===== src/rtl/dct_pkg.sv =====
// dct_pkg: coefficient constants, accumulator width and arithmetic helpers shared by the DCT stages
package dct_pkg;
  localparam int C1 = 63;
  localparam int C2 = 59;
  localparam int C3 = 53;
  localparam int C4 = 45;
  localparam int C5 = 36;
  localparam int C6 = 24;
  localparam int C7 = 12;
  localparam int ACC_GROWTH = 11;
  localparam int ACC_W = 9 + ACC_GROWTH;
  function automatic logic signed [31:0] cmul(input logic signed [31:0] x, input int c);
    logic signed [31:0] p;
    p = '0;
    for (int i = 0; i < 7; i++) if (c[i]) p = p + (x <<< i);
    return p;
  endfunction
  function automatic logic signed [31:0] round_sat(input logic signed [31:0] acc, input logic [4:0] sh, input int out_w);
    logic signed [31:0] r, hi, lo;
    r = (acc + (32'sd1 <<< (sh - 5'd1))) >>> sh;
    hi = (32'sd1 <<< (out_w - 1)) - 32'sd1;
    lo = -(32'sd1 <<< (out_w - 1));
    return r > hi ? hi : (r < lo ? lo : r);
  endfunction
endpackage


===== src/rtl/dct_round_sat.sv =====
// dct_round_sat: round-half-up arithmetic right shift followed by signed saturation to OUT_W bits
module dct_round_sat
  import dct_pkg::*;
#(
  parameter int ACC_W = dct_pkg::ACC_W,
  parameter int OUT_W = 10
) (
  input  logic signed [ACC_W-1:0] acc,
  input  logic        [4:0]       shift,
  output logic signed [OUT_W-1:0] result
);
  assign result = OUT_W'(round_sat(32'(acc), shift, OUT_W));
endmodule


===== src/rtl/dct_1d_column_pipe.sv =====
// dct_1d_column_pipe: 3-stage 8-point 1D DCT column stage with zonal truncation and a global stall
module dct_1d_column_pipe
  import dct_pkg::*;
#(
  parameter int IN_W      = 9,
  parameter int OUT_W     = 10,
  parameter int OUT_SHIFT = 5,
  parameter int DC_EXTRA  = 2,
  parameter int KEEP      = 8
) (
  input  logic               clk,
  input  logic               reset,
  input  logic               in_valid,
  output logic               in_ready,
  input  logic [8*IN_W-1:0]  in_data,
  input  logic               dc_alt,
  output logic               out_valid,
  input  logic               out_ready,
  output logic [8*OUT_W-1:0] out_data
);
  localparam int AW = IN_W + ACC_GROWTH;
  localparam int SW = IN_W + 1;
  localparam int EW = IN_W + 2;
  localparam logic [4:0] SH = 5'(OUT_SHIFT);
  localparam logic [4:0] SH_DC = 5'(OUT_SHIFT + DC_EXTRA);
  localparam int KO [4] = '{C1, C3, C5, C7};
  logic adv;
  logic v1_q, v2_q, vo_q, dc1_q, dc2_q;
  logic signed [IN_W-1:0] x [8];
  logic signed [SW-1:0] sum_d [4];
  logic signed [SW-1:0] dif_d [4];
  logic signed [SW-1:0] dif_q [4];
  logic signed [EW-1:0] ev_d [2];
  logic signed [EW-1:0] od_d [2];
  logic signed [EW-1:0] ev_q [2];
  logic signed [EW-1:0] od_q [2];
  logic signed [AW-1:0] pe_d [2];
  logic signed [AW-1:0] pe_q [2];
  logic signed [AW-1:0] pf_d [4];
  logic signed [AW-1:0] pf_q [4];
  logic signed [AW-1:0] pd_d [4][4];
  logic signed [AW-1:0] pd_q [4][4];
  logic signed [AW-1:0] acc [8];
  logic [8*OUT_W-1:0] y_flat, out_q;
  assign adv = !vo_q || out_ready;
  assign in_ready = adv;
  assign out_valid = vo_q;
  assign out_data = out_q;
  for (genvar n = 0; n < 8; n++) begin : g_unpack
    assign x[n] = in_data[(7-n)*IN_W +: IN_W];
  end
  for (genvar n = 0; n < 4; n++) begin : g_bfly
    assign sum_d[n] = SW'(x[n]) + SW'(x[7-n]);
    assign dif_d[n] = SW'(x[n]) - SW'(x[7-n]);
  end
  assign ev_d[0] = EW'(sum_d[0]) + EW'(sum_d[3]);
  assign ev_d[1] = EW'(sum_d[1]) + EW'(sum_d[2]);
  assign od_d[0] = EW'(sum_d[0]) - EW'(sum_d[3]);
  assign od_d[1] = EW'(sum_d[1]) - EW'(sum_d[2]);
  assign pe_d[0] = AW'(cmul(32'(ev_q[0]) + 32'(ev_q[1]), C4));
  assign pe_d[1] = AW'(cmul(32'(ev_q[0]) - 32'(ev_q[1]), C4));
  assign pf_d[0] = AW'(cmul(32'(od_q[0]), C2));
  assign pf_d[1] = AW'(cmul(32'(od_q[1]), C6));
  assign pf_d[2] = AW'(cmul(32'(od_q[0]), C6));
  assign pf_d[3] = AW'(cmul(32'(od_q[1]), C2));
  for (genvar n = 0; n < 4; n++) begin : g_prod
    for (genvar j = 0; j < 4; j++) begin : g_coef
      assign pd_d[n][j] = AW'(cmul(32'(dif_q[n]), KO[j]));
    end
  end
  assign acc[0] = pe_q[0];
  assign acc[4] = pe_q[1];
  assign acc[2] = pf_q[0] + pf_q[1];
  assign acc[6] = pf_q[2] - pf_q[3];
  assign acc[1] = pd_q[0][0] + pd_q[1][1] + pd_q[2][2] + pd_q[3][3];
  assign acc[3] = pd_q[0][1] - pd_q[1][3] - pd_q[2][0] - pd_q[3][2];
  assign acc[5] = pd_q[0][2] - pd_q[1][0] + pd_q[2][3] + pd_q[3][1];
  assign acc[7] = pd_q[0][3] - pd_q[1][2] + pd_q[2][1] - pd_q[3][0];
  for (genvar k = 0; k < 8; k++) begin : g_out
    if (k < KEEP) begin : g_keep
      dct_round_sat #(.ACC_W(AW), .OUT_W(OUT_W)) u_rs (
        .acc(acc[k]),
        .shift((k == 0 && dc2_q) ? SH_DC : SH),
        .result(y_flat[(7-k)*OUT_W +: OUT_W])
      );
    end else begin : g_zero
      assign y_flat[(7-k)*OUT_W +: OUT_W] = '0;
    end
  end
  // stage valids and the output register move together whenever the output can advance
  always_ff @(posedge clk)
    if (reset) begin
      v1_q <= 1'b0;
      v2_q <= 1'b0;
      vo_q <= 1'b0;
      out_q <= '0;
    end else if (adv) begin
      v1_q <= in_valid;
      v2_q <= v1_q;
      vo_q <= v2_q;
      out_q <= y_flat;
    end
  // datapath registers need no reset; their contents only matter under the matching valid flag
  always_ff @(posedge clk)
    if (adv) begin
      dc1_q <= dc_alt;
      dif_q <= dif_d;
      ev_q <= ev_d;
      od_q <= od_d;
      dc2_q <= dc1_q;
      pe_q <= pe_d;
      pf_q <= pf_d;
      pd_q <= pd_d;
    end
endmodule


===== config.mk =====
export PLATFORM = sky130hd
export DESIGN_NAME = dct_1d_column_pipe
export DESIGN_NICKNAME = d
export VERILOG_FILES = /design/src/rtl/dct_pkg.sv /design/src/rtl/dct_round_sat.sv /design/src/rtl/dct_1d_column_pipe.sv
export SDC_FILE = /design/constraint.sdc
export NUM_CORES = 2
export LEC_CHECK = 0
export BUFFER_PORTS_ARGS = -buffer_cell sky130_fd_sc_hd__buf_4
export CORE_MARGIN = 2
export CORE_UTILIZATION = 50
export DETAILED_ROUTE_END_ITERATION = 16
export PLACE_DENSITY_LB_ADDON = 0.3
export SYNTH_ARGS = -nofsm -noshare
export SYNTH_HDL_FRONTEND = slang
export SYNTH_SLANG_ARGS = --single-unit

===== constraint.sdc =====
create_clock -name clk -period 16.4 [get_ports clk]
set_input_delay 1.64 -clock clk [delete_from_list [all_inputs] [get_ports clk]]
set_output_delay 1.64 -clock clk [all_outputs]
set_load 0.02 [all_outputs]

* After elaboration in Yosys (flattened, before gate mapping)
Index checks and enable logic that the tools add are counted.
** Storage, ports and cells
- Word-level logic and storage cells :: 166
- Bits of input ports :: 77
- Bits in registers :: 605
- Output and inout port bits :: 82
** Cells by class
- Reduce and logical (&&, ||, !) cells :: 2
- $add $sub $neg :: 93
- Shift-type cells :: 2
- Magnitude comparators :: 16
- Mux-type cells :: 17
** Operators with widths (count)
- $add A15 B15 Y16 :: 12
- $mux W10 :: 16
- $add A20 B20 Y20 :: 7
- $sub A20 B20 Y20 :: 7
- $add A20 B6 Y21 const B :: 6
- $gt A16 B10 Y1 const B :: 6
- $lt A16 B10 Y1 const B :: 6
- $add A13 B14 Y15 :: 6
- $add A12 B15 Y16 :: 4
- $add A14 B14 Y15 :: 4
- $add A12 B13 Y14 :: 4
- $add A13 B13 Y14 :: 4
- $add A10 B12 Y13 :: 4
- $add A12 B12 Y13 :: 4
- $add A10 B11 Y12 :: 4
- $add A9 B9 Y10 :: 4
- $sub A9 B9 Y10 :: 4
- $add A16 B17 Y18 :: 2
- $add A16 B16 Y17 :: 2
- $add A14 B15 Y16 :: 2
- $add A18 B32 Y32 :: 1
- $gt A32 B10 Y1 const B :: 1
- $lt A32 B10 Y1 const B :: 1
- $sshl A2 B5 Y32 const A :: 1
- other kinds (14) :: 18

* Depth between registers and ports, before layout
- Depth in word-level cells :: 8
- Gate-level depth with buffers :: 25
- Depth with buffers taken out :: 25

* By module
A second synthesis with hierarchy kept.
** Second synthesis, totals
- Cell total of the unflattened synthesis :: 10267
- Area, all modules :: 83894.2 um^2
** By module, submodules not included
- dct_1d_column_pipe :: instances 1, seq. area each 13102.6 um^2, area an instance 42787.3 um^2, cells an instance 4107
- dct_round_sat at g_out[2].g_keep.u_rs ... :: instances 5, seq. area each 0.0 um^2, area an instance 4971.0 um^2, cells an instance 740
- dct_round_sat at g_out[5].g_keep.u_rs :: instances 1, seq. area each 0.0 um^2, area an instance 5696.7 um^2, cells an instance 837
- dct_round_sat at g_out[0].g_keep.u_rs :: instances 1, seq. area each 0.0 um^2, area an instance 5306.3 um^2, cells an instance 799
- dct_round_sat at g_out[1].g_keep.u_rs :: instances 1, seq. area each 0.0 um^2, area an instance 5248.8 um^2, cells an instance 824

* Worst setup path before layout
OpenSTA, ideal clock, no wires.
- Kind :: input-to-output
- Start :: input out_ready
- End :: output in_ready
- Stages on the path :: 6
- Path slack :: 1.856 ns
- Data required time :: 14.760 ns
- Buffers on the path :: 4
- Arrival time :: 12.904 ns
- Cells stage by stage :: nor2b_1 > buf_2 > inv_1 > clkbuf_1 > clkbuf_1 > clkbuf_1
** Between the ends
- Word-level cells in the longest chain between the ends :: 1
** Ends and longest elaborated chain
- from (decl) :: line dct_1d_column_pipe.sv:18 : input logic out_ready,
- $logic_or A1 B1 Y1 :: line dct_1d_column_pipe.sv:45 : assign adv = !vo_q || out_ready;
- to (decl) :: line dct_1d_column_pipe.sv:14 : output logic in_ready,
Every way passes these cells.

==> metrics <==
routability cong.=0.908; Syn Area/Cell=10.3 um^2; Initial DRT Pass Iterations=5; top cells by area, synth=edfxtp_1 26%, fa_1 17%, ha_1 16%; Crit path largest cell delay=610 ps; Max Cap Viol=0; Startpoint Class=register; RSZ-0062 raised after global routing=no; fill cell count=7,426; ANT nets after route=0; core area=86,800 um^2; cell with the most instances after synthesis=inv_1; Multi-input gate area=28,200 um^2; Post-Syn Nets=5,248; Critical Path Sink Type=register; Syn Inst Count=4,235; crit path max fanout=7; Hold Slack=430 ps; clock sink total=457; Final min period=5560 ps; IO Count=159; critical path class=register to register; ANT cells=0; Worst slew margin=0.325; HP Class=register to register; Root Buffer=clkbuf_16; cells along the critical path=ha_1 > fa_1 > a21oi_1 > o21a_1 > o21bai_1 > a21oi_1 > o21bai_1 > a21oi_1 > nor2_1 > nor2_1 > o21bai_1 > xnor2_1 > fa_1 > fa_1 > ha_1 > o21a_1 > o31ai_1 > a2111oi_0 > xor2_1; Buf/Inv on CP=0; fin crit share=0.339; outcome=completed; EDFF count, synth=374; Slew @ Worst Pin=1010 ps; vias in the first global route=30,006; Worst Path Required=16,730 ps; synthesized flop and latch total=457; Die X=300 um; setup TNS=0 ps; Storage cell area=12,900 um^2; num rows=108; Async SR Flop Fraction=0; CTS resizes=0; hpwl dp=83.3 mm; cts hold-fix bufs=0; top cells by count, synth=673 x inv_1, 555 x ha_1, 381 x fa_1; vias=30,211; Yosys warnings=0; nets=5,435; Total Wirelength=103 mm; CTS tree=built; largest net degree at the start of global routing=153; max frequency=0.180 GHz; first-pass GRT wire length=163 mm; sequential fraction of the synthesis area=0.294; WP data arrival=5890 ps; Area growth syn-to-layout=10.3%; overall routing resource usage=0.232; Yosys top cell area share=0.256; Vert. Die Dim=300 um; max-slew violation count=0; Critical-path top delay cell=edfxtp_1; post-DR vias/cell=5.37; post-synth cell types=96; Primary FF master, synth=edfxtp_1; TritonCTS Buffers=53; Clock Tree Buf Depth=3; antenna violations before repair=1; post-CTS setup buffers=0; total grt overflow=0; htree depth=2; Worst-Skew Late Latency=630 ps; final hold violation count=0; drt initial violations=2,087; biggest area consumer among synthesized cells=edfxtp_1; routed len/inst=18.3 um; Die ar.=90,000 um^2; share of layout cells above drive strength 1=0.0766; CP top delay family=adder cells; Port Buffers=158; Setup-failing EPs final=0; Max Clock Skew=27.5 ps; # DRC=0; clock slew at reported path FFs=60 ps; synthesized cell area=43,800 um^2; initial core utilization=0.505
[final timing paths]
path	endpoint	slack (ps)	depth (start not counted)	from
setup / recovery	acc[157]	10840	19	od_q[0]
hold / removal	dc2_q	430	0	dc1_q
setup reg to reg	acc[157]	10840	19	od_q[0]
hold reg to reg	dc2_q	430	0	dc1_q
[kinds of logic (layout without fill, tap and decap cells)]
| family | count (synthesis) | in the layout | synth area share |
|---|---|---|---|
| AO/OA/AOI/OAI | 890 | 890 | 0.132 |
| flip-flops | 457 | 457 | 0.294 |
| adder cells (fa/ha/maj) | 936 | 936 | 0.332 |
| buffers and inverters | 728 | 960 | 0.0624 |
| multiplexers | 22 | 22 | 0.00534 |
| AND/OR/NAND/NOR | 769 | 769 | 0.0869 |
| XOR/XNOR | 433 | 433 | 0.0867 |
[per-stage QoR]
step           worst slack [ps]  area [um^2]  instances  utilization
6_report                  10840        48300       5622        0.557
5_1_grt                   10380        48300       5622        0.557
4_1_cts                   10850        48300       5622        0.557
3_5_place_dp              10880        46500       5522        0.536
3_3_place_gp              10980        46500       5522        0.536
2_1_floorplan              1860        43800       4235            -
[per-layer routing]
metal,wire [um],share of wire,vias up,global-route usage
met1,47800,0.46,14547,0.333
met3,5800,0.056,131,0.0282
met2,46700,0.45,694,0.374
met5,16,0.00016,-,0
met4,2510,0.024,2,0.0571
li1,-,-,14837,-
[state kept, by name, indices dropped and copies added, names as in the netlist]
name / flops
v2_q: 1
pf_q: 54
out_data: 80
v1_q: 1
dc1_q: 1
dc2_q: 1
od_q: 22
acc: 28
dif_q: 40
ev_q: 20
pd_q: 208
out_valid: 1
[final cells by class]
class	instances	area share
clock buffers	69	0.0324
clock inverters	31	0.00582
inverters	673	0.0524
multi-input cells	3050	0.584
flip-flops and latches	457	0.267
well taps	1155	0.0299
repair buffers	187	0.0293
[worst reg2reg max path, cell delays in order, from the launching register on]
cell and delay, ps:
edfxtp_1 610, ha_1 340, fa_1 410, a21oi_1 150, o21a_1 160, o21bai_1 70, a21oi_1 260, o21bai_1 110
a21oi_1 230, nor2_1 60, nor2_1 90, o21bai_1 80, xnor2_1 450, fa_1 540, fa_1 490, ha_1 360
o21a_1 130, o31ai_1 90, a2111oi_0 510, xor2_1 130
[cells in the final DEF (no fill, tap or decap), types with 46 or more instances in the layout]
cell	netlist	final
inv_1	673	672
ha_1	555	555
fa_1	381	381
edfxtp_1	374	374
a21oi_1	296	296
xnor2_1	283	283
nor2_1	257	256
buf_4	0	186
nand2_1	166	166
xor2_1	149	149
o21ai_0	132	132
o21bai_1	119	119
dfxtp_1	83	83
a21o_1	73	73
clkbuf_16	0	59
nand2b_1	54	54
nand3_1	47	47
nor2b_1	47	46
Power is not shown: default switching activity piles up to over one toggle a cycle in this logic, so the estimate is an artifact.
